[config.mk]
export PLATFORM = sky130hd
export DESIGN_NAME = pipe_retire_sink
export DESIGN_NICKNAME = d
export VERILOG_FILES = /design/src/rtl/pipe_pkg.sv /design/src/rtl/pipe_sink_fifo.sv /design/src/rtl/pipe_retire_sink.sv
export SDC_FILE = /design/constraint.sdc
export NUM_CORES = 1
export LEC_CHECK = 0
export CELL_PAD_IN_SITES_DETAIL_PLACEMENT = 0
export CELL_PAD_IN_SITES_GLOBAL_PLACEMENT = 1
export CORE_UTILIZATION = 45
export CTS_CLUSTER_DIAMETER = 30
export DETAILED_ROUTE_END_ITERATION = 6
export PLACE_DENSITY = 0.85
export RECOVER_POWER = 25
export SYNTH_ARGS = -nofsm -noshare
export SYNTH_HDL_FRONTEND = slang
export SYNTH_SLANG_ARGS = --single-unit
[constraint.sdc]
create_clock -name clk -period 2.6 [get_ports clk]
set_input_delay 0.78 -clock clk [delete_from_list [all_inputs] [get_ports clk]]
set_output_delay 0.78 -clock clk [all_outputs]
set_load 0.02 [all_outputs]
[src/rtl/pipe_pkg.sv]
// pipe_pkg: shared types, defaults and the x -> 2x+1 recurrence of the arithmetic pipeline.
package pipe_pkg;
  localparam int W_DEFAULT = 4;
  typedef struct packed {
    logic                 tag;
    logic [W_DEFAULT-1:0] data;
  } entry_t;
  typedef enum logic [1:0] {OCC_EMPTY, OCC_PARTIAL, OCC_FULL} occ_t;
  function automatic logic [W_DEFAULT-1:0] next_val(input logic [W_DEFAULT-1:0] x);
    return W_DEFAULT'({x, 1'b1});
  endfunction
endpackage

[src/rtl/pipe_sink_fifo.sv]
// pipe_sink_fifo: buffer of {data,tag} entries with occupancy tracking and full/valid flags.
module pipe_sink_fifo import pipe_pkg::*; #(
  parameter int W = W_DEFAULT,
  parameter int DEPTH = 4,
  localparam int PTR_W = $clog2(DEPTH)
) (
  input  logic           clk,
  input  logic           rst,
  input  logic           wr_en,
  input  logic [W:0]     wr_data,
  input  logic           rd_en,
  input  logic           clear,
  output logic [W:0]     rd_data,
  output logic           full,
  output logic           valid,
  output logic [PTR_W:0] count
);
  logic [W:0]       mem [DEPTH];
  logic [PTR_W-1:0] wr_ptr, rd_ptr;
  logic [PTR_W:0]   count_nxt;
  occ_t             state, state_nxt;
  always_ff @(posedge clk or posedge rst) begin
    if (rst) begin
      wr_ptr <= '0;
      rd_ptr <= '0;
      count  <= '0;
      state  <= OCC_EMPTY;
      for (int i = 0; i < DEPTH; i++) mem[i] <= '0;
    end else begin
      if (clear) begin
        wr_ptr <= '0;
        rd_ptr <= '0;
      end else begin
        if (wr_en) begin
          mem[wr_ptr] <= wr_data;
          wr_ptr      <= wr_ptr + 1'b1;
        end
        if (rd_en) rd_ptr <= rd_ptr + 1'b1;
      end
      count <= count_nxt;
      state <= state_nxt;
    end
  end
  // occupancy state tracks count so full/valid come straight from a register
  always_comb begin
    count_nxt = clear ? '0 : count + (PTR_W+1)'(wr_en) - (PTR_W+1)'(rd_en);
    state_nxt = (count_nxt == '0) ? OCC_EMPTY :
                (count_nxt == (PTR_W+1)'(DEPTH)) ? OCC_FULL : OCC_PARTIAL;
  end
  assign full    = (state == OCC_FULL);
  assign valid   = (state != OCC_EMPTY);
  assign rd_data = mem[rd_ptr];
endmodule

[src/rtl/pipe_retire_sink.sv]
// pipe_retire_sink: pipeline endpoint that buffers retired values and checks the 2x+1 recurrence.
module pipe_retire_sink import pipe_pkg::*; #(
  parameter int W = W_DEFAULT,
  parameter int DEPTH = 4,
  localparam int PTR_W = $clog2(DEPTH)
) (
  input  logic           clk,
  input  logic           rst,
  input  logic           in_valid,
  input  logic [W-1:0]   in_data,
  input  logic           in_tag,
  output logic           stall_out,
  output logic           out_valid,
  output logic [W-1:0]   out_data,
  output logic           out_tag,
  input  logic           out_ready,
  input  logic           flush,
  output logic           seq_err,
  output logic [PTR_W:0] count
);
  logic         acc, pop, have_prev;
  logic [W-1:0] prev, expect_val;
  logic [W:0]   head;
  assign acc        = in_valid & ~stall_out & ~flush;
  assign pop        = out_valid & out_ready & ~flush;
  assign expect_val = W'({prev, 1'b1});
  assign out_data   = head[W:1];
  assign out_tag    = head[0];
  pipe_sink_fifo #(.W(W), .DEPTH(DEPTH)) u_fifo (
    .clk     (clk),
    .rst     (rst),
    .wr_en   (acc),
    .wr_data ({in_data, in_tag}),
    .rd_en   (pop),
    .clear   (flush),
    .rd_data (head),
    .full    (stall_out),
    .valid   (out_valid),
    .count   (count)
  );
  // seq_err is sticky across flush; only reset clears it
  always_ff @(posedge clk or posedge rst) begin
    if (rst) begin
      seq_err   <= 1'b0;
      have_prev <= 1'b0;
      prev      <= '0;
    end else if (flush) begin
      have_prev <= 1'b0;
    end else if (acc) begin
      if (have_prev && in_data != expect_val) seq_err <= 1'b1;
      prev      <= in_data;
      have_prev <= 1'b1;
    end
  end
endmodule

Word-level counts from Yosys, hierarchy flattened. Index checks and enable logic that the tools add are counted.

Bits in registers: 34. Latch bits: 0. Bits in writable memories: 0. Memory bits (read-only): 0. Input port bits: 10. Logic and storage cells: 52. Memories kept: 0.

Add/sub/neg operators: 4. Multiply operators: 0. Div/mod/pow operators: 0. Magnitude comparators: 3. Equality and inequality tests: 3. Shift operators: 0. Muxes and demuxes: 15. Bitwise operators: 8. Reduce and logical (&&, ||, !) cells: 8.

Operators with widths (number): bitwise mux 20 bit (1); 2-to-1 mux 5 bit (3); 2-to-1 mux 2 bit (6); binary-select mux 5 bit (select 2 bit) (1); demux 5 bit (select 2 bit) (1); >= comparator 3 bit (second input constant) (2); NOT 2 -> 3 bit (2); nonzero test 2 bit (3); adder 2 x 1 -> 2 bit (second input constant) (2); AND 1 bit (4); inequality test 4 bit (1); adder 3 x 1 -> 3 bit (1); == test 3 bit (second input constant) (1); logical NOT 3 bit (1); less-than comparator 3 x 1 -> 1 bit (second input constant) (1); 2-to-1 mux 3 bit (1); AND reduction 3 bit (1); subtractor 3 x 1 -> 3 bit (1); == test 2 bit (second input constant) (1); logical AND 1 bit (2); 2-to-1 mux 1 bit (2); NOT 1 bit (2); AND reduction 2 bit (1).

Logic depth before layout (Yosys ltp). Gate-level depths: netlist (run 1).

Depth after elaboration: 10. Gate-level depth with buffers: 9. Gate-level depth less buffers: 9.

Hierarchy. From an unflattened synthesis (run 1), not the netlist that was laid out.

Cells, all modules: 114. Area, all modules: 1690.4 um^2.

By module, submodules not included: pipe_sink_fifo (times used 1, cells an instance 93, area each 1440.1 um^2); pipe_retire_sink (times used 1, cells an instance 21, area each 250.2 um^2).

Worst setup path after synthesis (run 1). No wires, ideal clock.

Path type: input to register. From: input flush. To: register u_fifo.state[1]. Setup time: 0.086 ns. Arrival: 2.353 ns. Data required time: 2.514 ns. Setup slack: 0.161 ns. Stages: 9. Path buffers: 1. Cell sequence: buf_2 -> nor2_1 -> ha_1 -> inv_1 -> ha_1 -> fa_1 -> nor2b_1 -> or2_1 -> nor3_1.

Cells in the longest elaborated chain, start to end: 8.

RTL lines: start: declaration (line pipe_retire_sink.sv:17) `input logic flush,`; NOT 1 bit (no source line); AND 1 bit (line pipe_retire_sink.sv:24) `assign acc = in_valid & ~stall_out & ~flush;`; adder 3 x 1 -> 3 bit (line pipe_sink_fifo.sv:46) `count_nxt = clear ? '0 : count + (PTR_W+1)'(wr_en) - (PTR_W+1)'(rd_en);`; subtractor 3 x 1 -> 3 bit (line pipe_sink_fifo.sv:46); 2-to-1 mux 3 bit (*) (line pipe_sink_fifo.sv:46); net u_fifo.count_nxt[1] (line pipe_sink_fifo.sv:20) `logic [PTR_W:0] count_nxt;`; == test 3 bit (line pipe_sink_fifo.sv:48) `(count_nxt == (PTR_W+1)'(DEPTH)) ? OCC_FULL : OCC_PARTIAL;`; 2-to-1 mux 2 bit (line pipe_sink_fifo.sv:48); 2-to-1 mux 2 bit (*) (line pipe_sink_fifo.sv:47) `state_nxt = (count_nxt == '0) ? OCC_EMPTY :`; net u_fifo.state_nxt[1] (line pipe_sink_fifo.sv:21) `occ_t state, state_nxt;`; end signal: assignment (line pipe_sink_fifo.sv:41) `state <= state_nxt;`; end: declaration (line pipe_sink_fifo.sv:21).

The timed path passes the listed nets; every way through them passes the cells marked *. A chain may end at the register's enable or synchronous reset.

Final worst setup path (run 1).
From: input out_ready. To: register u_fifo.state[0].

Cells in the longest elaborated chain, start to end: 7.

RTL lines: start: declaration (line pipe_retire_sink.sv:16) `input logic out_ready,`; AND 1 bit (*) (2 in series) (line pipe_retire_sink.sv:25) `assign pop = out_valid & out_ready & ~flush;`; subtractor 3 x 1 -> 3 bit (*) (line pipe_sink_fifo.sv:46); 2-to-1 mux 3 bit (*) (line pipe_sink_fifo.sv:46); net u_fifo.count_nxt[1] (line pipe_sink_fifo.sv:20); == test 3 bit (line pipe_sink_fifo.sv:48); 2-to-1 mux 2 bit (line pipe_sink_fifo.sv:48); 2-to-1 mux 2 bit (*) (line pipe_sink_fifo.sv:47); net u_fifo.state_nxt[0] (line pipe_sink_fifo.sv:21).

Marked as above.

==> results of run 1 <==
-- registers in the layout, summed over array words and instances, names as in the netlist --
| register | cells |
|---|---|
| have_prev | 1 |
| u_fifo.wr_ptr | 2 |
| prev | 3 |
| seq_err | 1 |
| u_fifo.mem | 20 |
| u_fifo.rd_ptr | 2 |
| u_fifo.count | 3 |
| u_fifo.state | 2 |
-- kinds of logic after synthesis --
logic type               after synthesis
XOR/XNOR                               7
AND/OR/NAND/NOR                       20
buffers and inverters                 14
multiplexers                          28
flip-flops                            34
adder cells (fa/ha/maj)                7
AO/OA/AOI/OAI                          8
-- worst paths after layout --
| path | from | to | slack, ns | cells after the start |
|---|---|---|---|---|
| min reg2reg | seq_err | seq_err | 0.50 | 1 |
| max reg2reg | u_fifo.state[1] | u_fifo.state[0] | 0.29 | 9 |
| max | out_ready | u_fifo.state[0] | 0.06 | 10 |
| min in group asynchronous | rst | u_fifo.mem[15] | 1.18 | 3 |
| min | seq_err | seq_err | 0.50 | 1 |
| max in group asynchronous | rst | u_fifo.mem[2] | 0.89 | 3 |
-- critical path: cells and delay by family --
kind,cells,cell delay (ns)
AO/OA/AOI/OAI,1,0.08
buffers and inverters,3,0.45
AND/OR/NAND/NOR,3,0.51
adder cells (fa/ha/maj),3,0.91
-- Yosys cell counts, drive strengths merged --
cell	instances
a21oi	3
a31o	1
and2b	1
buf	3
clkbuf	1
dfrtp	34
fa	1
ha	6
inv	10
mux2	23
mux4	5
nand2	1
nand2b	1
nand3	6
nand4	1
nor2	5
nor2b	2
nor3	1
o211ai	1
o21ai	3
or2	2
xnor2	5
xor2	2
-- layer usage --
layer	vias up	share of wire [%]	global-route usage, %
li1	494	-	-
met1	536	42	22.82
met2	27	53	32.05
met3	4	4.0	5.000
met4	0	1.4	7.670
met5	-	0	0
-- power breakdown --
| part | total, mW | switching [mW] | internal [mW] | leakage, nW |
|---|---|---|---|---|
| clock network | 0.368 | 0.188 | 0.180 | 0.0438 |
| registers | 0.856 | 0.127 | 0.729 | 0.428 |
| logic | 1.06 | 0.428 | 0.636 | 0.594 |
-- area by class of cell --
type | count | share of cell area, %
clock buffers | 5 | 3.123
clock inverters | 2 | 0.4543
inverters | 10 | 1.704
multi-input cells | 70 | 37.14
flip-flops and latches | 34 | 38.61
well taps | 48 | 2.726
repair buffers | 42 | 16.24
-- cells in the final DEF (no fill, tap or decap), types with 4 or more instances in the layout --
| cell | synthesis | final |
|---|---|---|
| mux2_4 | 20 | 20 |
| xnor2_1 | 5 | 5 |
| clkdlybuf4s50_1 | 0 | 12 |
| ha_1 | 6 | 6 |
| nor2_1 | 5 | 5 |
| inv_1 | 10 | 10 |
| nand3_4 | 4 | 4 |
| mux4_2 | 5 | 5 |
| dfrtp_1 | 34 | 34 |
| dlygate4sd2_1 | 0 | 6 |
| buf_4 | 1 | 21 |
| clkbuf_8 | 0 | 5 |
-- repair_timing --
action	in CTS	in global routing
setup buffers	11	0
setup endpoints to repair	6	3
resized for setup	8	3
pin swaps	4	1
==> results.py, run 1 <==
metrics = {
    "synth": {
        "ys_top_cells_by_area": "dfrtp_1, mux2_4, mux4_2, ha_1, nand3_4",
        "synth_cell_type_count": 27,
        "syn_inst": 118,
        "yosysTopAreaCellShare_pct": 49.56,
        "synth_nets": 135,
        "synth-compound-area-share_pct": 2.697,
        "synth_warnings": 0,
        "synth.avg_cell_area_um2": 14.55,
        "synth-xor-area-share_pct": 3.571,
        "synth.area.mux_share_pct": 26.02,
        "ys_seq_elements": 34,
        "synth_fa_ha_area_share_pct": 5.539,
        "synth_largest_area_cell": "dfrtp_1",
        "syn_area_um2": 1717,
        "synth_top_family_by_area": "multiplexers",
        "synth-seq-area-share_pct": 49.56,
        "yosys.area_share.simple_pct": 9.184,
    },
    "place": {
        "place_ws_ns": -0.3867,
        "dpl_cell_area_um2": 2038,
        "globalplace.congestion": 0.7351,
        "dp_hpwl_mm": 2.249,
        "port-buffer-count": 20,
        "dp.cells": 193,
    },
    "timing": {
        "fin_ws_ns": 0.05710,
        "final-hold-violation-count": 0,
        "worst_pin_slew_ns": 0.8306,
        "skew_ns": 0.006219,
        "setup_tns_ns": 0,
        "relSlewSlack_pct": 44.63,
        "slew_violations": 0,
        "post-route-period-util_pct": 97.80,
        "setup_viol": 0,
        "clock.fmax_ghz": 0.3933,
        "holdWs_ns": 0.4983,
        "rsz0062_at_grt": "no",
        "min_period_ns": 2.543,
    },
    "routing": {
        "num_vias": 1061,
        "wl_per_cell_um": 15.50,
        "first_pass_iters": 4,
        "drt_iter0_drc": 52,
        "routed_wl_mm": 3.270,
        "viasPerCell": 5.028,
        "ant_nets": 0,
        "drc": 0,
    },
    "finish": {
        "syn_to_final_growth_pct": 28.35,
        "antenna_cells": 0,
        "register_area_um2": 850.8,
        "nFillCells": 288,
        "stdcell_count": 211,
        "final_core_utilization_pct": 60.18,
        "multi_input_area_um2": 818.3,
        "final_area_um2": 2203,
        "final_nets": 180,
        "drive_above_1_share_pct": 41.72,
    },
    "floorplan": {
        "rows": 22,
        "dieArea_um2": 4066,
        "coreArea_um2": 3661,
        "start_util_pct": 46.89,
        "io_pins": 21,
        "die_y_um": 63.77,
        "die-width_um": 63.77,
    },
    "setup_path": {
        "worstPathRequired_ns": 2.78,
        "critical_path.cell_chain": "dlygate4sd2_1 -> o21ai_2 -> nor2_1 -> ha_1 -> inv_1 -> ha_1 -> fa_1 -> nor2b_2 -> or2_1 -> buf_4",
        "cp-end-kind": "register",
        "crit_top_cell": "ha_1",
        "arrival_ns": 2.72,
        "cp_max_fo": 2,
        "slowest_delay_ns": 0.43,
        "crit_path_top_delay_cell": "fa_1",
        "worstSetupPathType": "in -> reg",
        "worstSetupStartpointType": "input port",
    },
    "cts": {
        "cts_tree": "built",
        "h-tree-depth": 2,
        "root_buffer": "clkbuf_8",
        "clk_pin_slew_ns": 0.07,
        "clkSinkCount": 34,
        "cts_hold_buffers": 0,
        "clock_path_buffers": 2,
        "clk_latency_ns": 0.28,
        "cts-buffers-inserted": 5,
    },
    "power_and_ir_drop": {
        "peakVddDrop_uv": 611.4,
        "totalPowerFinal_mw": 2.288,
        "p_per_area_nw_per_um2": 1038,
        "p_leak_nw": 1.066,
    },
    "status": {
        "status": "finished clean",
    },
    "global_route": {
        "antenna_found_initial": 0,
        "grt_pass1_wl_mm": 5.720,
        "grt_pass1_vias": 1196,
        "grt_max_degree": 35,
        "grt-ovfl-total": 0,
        "grtUsageTotal_pct": 18.95,
    },
    "flow_run": {
        "cap_viol_max_count": 0,
    },
    "min_path": {
        "min_path_type": "reg -> reg",
    },
}
No activity file was read; power rests on OpenSTA's default activity.
==> run 2, diff against run 1 <==
Settings changed: CORE_UTILIZATION 45 to 50, DONT_BUFFER_PORTS set to 1, PLACE_DENSITY 0.85 to 0.83.
Clock period 2.6 ns to 2.98 ns, I/O delays scaled along.
==> results.py, run 2 (synthesized netlist as in run 1, its figures left out) <==
metrics = {
    "status": {
        "status": "complete, but fails checks",
        "violations": "max-capacitance violations, max-slew violations",
    },
    "cts": {
        "cts_tree": "built",
        "clock_path_buffers": 2,
        "post_cts_buffers": 0,
        "cts_hold_buffers": 0,
        "root_buffer": "clkbuf_4",
        "clkSinkCount": 34,
        "clk_latency_ns": 0.32,
        "clk_pin_slew_ns": 0.09,
        "h-tree-depth": 2,
        "post_cts_resized": 0,
        "cts-buffers-inserted": 5,
    },
    "place": {
        "port-buffer-count": 0,
        "dp_hpwl_mm": 2.000,
        "globalplace.congestion": 0.6794,
        "dpl_cell_area_um2": 1765,
    },
    "setup_path": {
        "worstSetupStartpointType": "register",
        "r2r_slack_ns": 0.72,
        "worstSetupPathType": "reg -> out",
        "crit_buf_inv": 0,
        "cp-end-kind": "output pin",
        "ff2ff_path_depth": 9,
        "worstPathRequired_ns": 2.09,
        "arrival_ns": 1.58,
        "slowest_delay_ns": 0.64,
        "critical_path.cell_chain": "mux4_2",
        "rr_startpoint": "u_fifo.state[1]",
        "r2r_end": "u_fifo.state[1]",
        "cp_max_fo": 7,
        "crit_family": "multiplexers",
        "crit_path_top_delay_cell": "mux4_2",
    },
    "finish": {
        "layout_commonest_cell": "dfrtp_1",
        "final_area_um2": 1822,
        "register_area_um2": 850.8,
        "drive_above_1_share_pct": 35.48,
        "antenna_cells": 0,
        "final_nets": 140,
        "final_cell_mix": "dfrtp_1, mux2_4, inv_1, ha_1",
        "syn_to_final_growth_pct": 6.123,
        "largest-register": "u_fifo.mem",
        "largest_register_ffs": 20,
        "biggestRegsByFlops": "u_fifo.mem x20, prev x3, u_fifo.count x3",
        "multi_input_area_um2": 807.0,
        "nFillCells": 279,
    },
    "timing": {
        "min_period_ns": 2.470,
        "rsz0062_at_grt": "no",
        "setup_tns_ns": 0,
        "setup_viol": 0,
        "slew_violations": 35,
        "worst_pin_slew_ns": 1.753,
        "clock.fmax_ghz": 0.4049,
        "skew_ns": 0.009429,
        "post-route-period-util_pct": 82.87,
        "relSlewSlack_pct": -16.88,
        "final-hold-violation-count": 0,
    },
    "routing": {
        "viasPerCell": 5.339,
        "ant_nets": 0,
        "routed_wl_mm": 2.762,
        "drc": 0,
        "num_vias": 897,
        "wl_per_cell_um": 16.44,
        "first_pass_iters": 3,
        "drt_iter0_drc": 30,
    },
    "global_route": {
        "grtUsageTotal_pct": 18.14,
        "grt_pass1_vias": 983,
        "grt_max_degree": 35,
        "antenna_found_initial": 0,
        "grt-ovfl-total": 0,
        "grt_pass1_wl_mm": 4.636,
    },
    "floorplan": {
        "die_y_um": 60.60,
        "rows": 20,
        "die-width_um": 60.60,
        "io_pins": 21,
        "dieArea_um2": 3672,
        "coreArea_um2": 3153,
        "start_util_pct": 54.44,
    },
    "power_and_ir_drop": {
        "peakVddDrop_uv": 393.3,
        "totalPowerFinal_mw": 1.656,
        "p_per_area_nw_per_um2": 909.2,
        "p_leak_nw": 0.8652,
    },
    "min_path": {
        "hold_path_startpoint": "u_fifo.mem[7]",
        "min_path_type": "reg -> reg",
        "hold_depth": 1,
        "min_to": "u_fifo.mem[7]",
    },
    "flow_run": {
        "cap_viol_max_count": 1,
    },
}
## run 2: changes by cell type in the layout (fill, tap and decap cells not counted), sizes merged
cell	previous run	this run
clkbuf	6	8
clkinv	2	1
dlygate4sd3	1	0
dlymetal6s2s	1	0
buf	21	1
dlygate4sd2	6	0
clkdlybuf4s50	12	0
## run 2: worst max-delay path by stage
stage | cells after the start | start | end
global route | 1 | u_fifo.rd_ptr[0] | out_data[2]
finish | 1 | u_fifo.rd_ptr[0] | out_data[2]
global placement | 9 | out_ready | u_fifo.state[1]
CTS | 1 | u_fifo.rd_ptr[0] | out_data[2]
detailed placement | 9 | out_ready | u_fifo.state[1]
floorplan | 9 | flush | u_fifo.state[1]
## run 2: power by group
part | internal, mW | switching (mW) | leakage, nW
sequential | 0.635 | 0.144 | 0.428
clock | 0.114 | 0.143 | 0.0353
combinational | 0.348 | 0.273 | 0.402
total | 1.10 | 0.560 | 0.865
## run 2: cell type report
class / count / area share [%]
sequential: 34 / 46.70
multi-input combinational: 70 / 44.30
clock buffer: 7 / 3.022
tap: 44 / 3.022
inverter: 10 / 2.060
timing repair buffer: 2 / 0.6181
clock inverter: 1 / 0.2747
## run 2: stage by stage
| step | std cells | utilization [%] | hold slack (ns) | setup WS, ns |
|---|---|---|---|---|
| final | 168 | 57.78 | 0.5184 | 0.5103 |
| after global routing | 168 | 57.78 | 0.5386 | 0.4227 |
| after CTS | 168 | 57.90 | 0.5189 | 0.4748 |
| after detailed placement | 160 | 55.99 | 0.4922 | 0.3826 |
| after global placement | 160 | 55.99 | 0.4887 | 0.4342 |
| after floorplan | 118 | - | 0.4631 | 0.4271 |
## run 2: routing by layer
metal	routed length (um)	share of wire [%]	global-route usage [%]
met2	1366	49	28.73
met4	40	1.4	8.766
met1	1266	46	23.64
met5	0	0	0
met3	89	3.2	4.264
==> run 3, diff against run 2 <==
Clock period 2.98 ns to 2.29 ns, I/O delays scaled along.
==> results.py, run 3 (synthesized netlist as in run 1, its figures left out) <==
metrics = {
    "finish": {
        "drive_above_1_share_pct": 39.84,
        "syn_to_final_growth_pct": 8.236,
        "final_cell_mix": "dfrtp_1, mux2_4, inv_1, ha_1",
        "stdcell_count": 172,
        "largest_register_ffs": 20,
        "final_nets": 144,
        "antenna_cells": 0,
        "layout_commonest_cell": "dfrtp_1",
        "largest-register": "u_fifo.mem",
        "biggestRegsByFlops": "u_fifo.mem x20, prev x3, u_fifo.count x3",
    },
    "routing": {
        "viasPerCell": 5.413,
        "drt_iter0_drc": 35,
        "first_pass_iters": 4,
        "num_vias": 931,
        "dr.max_layer_used": "met4",
        "wl_per_cell_um": 17.37,
        "routed_wl_mm": 2.987,
        "drc": 0,
        "wl_met3_um": 165,
        "ant_nets": 0,
        "wl_met2_mm": 1.457,
        "wl_met1_mm": 1.312,
    },
    "place": {
        "dp_hpwl_mm": 2.147,
        "globalplace.congestion": 0.6964,
        "dp.cells": 163,
        "port-buffer-count": 0,
    },
    "setup_path": {
        "arrival_ns": 1.48,
        "cp_max_fo": 7,
        "cp-end-kind": "output pin",
        "crit_path_top_delay_cell": "mux4_2",
        "r2r_slack_ns": 0.17,
        "ff2ff_path_depth": 9,
        "crit_family": "multiplexers",
        "worstSetupStartpointType": "register",
        "worstSetupPathType": "reg -> out",
        "worstPathRequired_ns": 1.60,
        "r2r_end": "u_fifo.state[1]",
        "slowest_delay_ns": 0.62,
        "rr_startpoint": "u_fifo.state[1]",
        "critical_path.cell_chain": "mux4_2",
        "crit_buf_inv": 0,
    },
    "cts": {
        "clock_path_buffers": 2,
        "cts-buffers-inserted": 5,
        "cts_hold_buffers": 0,
        "cts_tree": "built",
        "clk_pin_slew_ns": 0.09,
        "h-tree-depth": 2,
        "root_buffer": "clkbuf_4",
        "clkSinkCount": 34,
        "clk_latency_ns": 0.34,
    },
    "timing": {
        "setup_tns_ns": 0,
        "relSlewSlack_pct": 46.06,
        "worst_pin_slew_ns": 0.8092,
        "skew_ns": 0.01144,
        "holdWs_ns": 0.4007,
        "slew_violations": 0,
        "setup_viol": 0,
        "clock.fmax_ghz": 0.4618,
        "rsz0062_at_grt": "no",
        "final-hold-violation-count": 0,
        "min_period_ns": 2.166,
        "post-route-period-util_pct": 94.57,
    },
    "power_and_ir_drop": {
        "p_per_area_nw_per_um2": 1195,
        "p_leak_nw": 0.8875,
        "totalPowerFinal_mw": 2.221,
        "peakVddDrop_uv": 674.8,
    },
    "floorplan": {
        "io_pins": 21,
        "coreArea_um2": 3153,
        "start_util_pct": 54.44,
        "rows": 20,
        "dieArea_um2": 3672,
        "die-width_um": 60.60,
        "die_y_um": 60.60,
    },
    "global_route": {
        "grt_pass1_vias": 998,
        "grtUsageTotal_pct": 19.55,
        "grt_max_degree": 35,
        "grt-ovfl-total": 0,
        "grt_pass1_wl_mm": 4.885,
        "antenna_found_initial": 0,
    },
    "min_path": {
        "min_to": "u_fifo.rd_ptr[0]",
        "hold_depth": 1,
        "min_path_type": "in -> reg",
        "hold_path_startpoint": "flush",
    },
    "status": {
        "status": "finished clean",
    },
    "flow_run": {
        "cap_viol_max_count": 0,
    },
}
run 3: worst max-delay path by stage:
stage                           end  depth (start not counted)  slack, ns              from
floorplan           u_fifo.state[1]                          9     0.0008         out_ready
detailed placement  u_fifo.state[1]                          9      -0.06         out_ready
CTS                 u_fifo.state[1]                          9       0.07   u_fifo.state[1]
global placement    u_fifo.state[1]                          9      0.002         out_ready
global route        u_fifo.state[1]                          9       0.02   u_fifo.state[1]
finish                  out_data[3]                          1       0.12  u_fifo.rd_ptr[0]
run 3: where the power goes:
group          switching (mW)  internal [mW]  total [mW]
combinational           0.379          0.480       0.859
clock                   0.199          0.149       0.348
sequential              0.186          0.827        1.01
run 3: area by class of cell:
cell class | count | area, um2
flip-flops and latches | 34 | 852.1
multi-input cells | 70 | 810.8
clock inverters | 1 | 5.005
repair buffers | 6 | 42.54
inverters | 10 | 37.54
clock buffers | 7 | 55.05
fillers | 264 | 1295
well taps | 44 | 55.05
run 3: stage by stage:
stage               cell area (um2)  util [%]  setup WS (ns)
finish                         1858     58.93         0.1244
global route                   1858     58.93        0.02019
CTS                            1849     58.65        0.07374
detailed placement             1788     56.71       -0.05545
global placement               1788     56.71       0.001628
floorplan                      1723         -      0.0007936
run 3: what timing repair did:
item                                    in CTS  in global routing
setup buffers                                0                  1
pin swaps                                    0                  0
resized for setup                            1                  2
hold endpoints to repair                     0                  0
endpoints found under the setup margin       5                  1
run 3: per-layer routing:
| metal | GRT usage [%] | vias to the layer above |
|---|---|---|
| li1 | - | 424 |
| met4 | 8.766 | 0 |
| met3 | 7.463 | 4 |
| met5 | 0 | - |
| met2 | 32.34 | 21 |
| met1 | 22.63 | 482 |
run 3: worst register-to-register path, stage by stage (launching register included):
cell and delay, ns:
dfrtp_1 0.42, o21ai_2 0.16, nor2_1 0.06, ha_1 0.26, inv_1 0.04, ha_1 0.20, fa_1 0.41, nor2b_1 0.15
or2_1 0.22, nor3_1 0.13
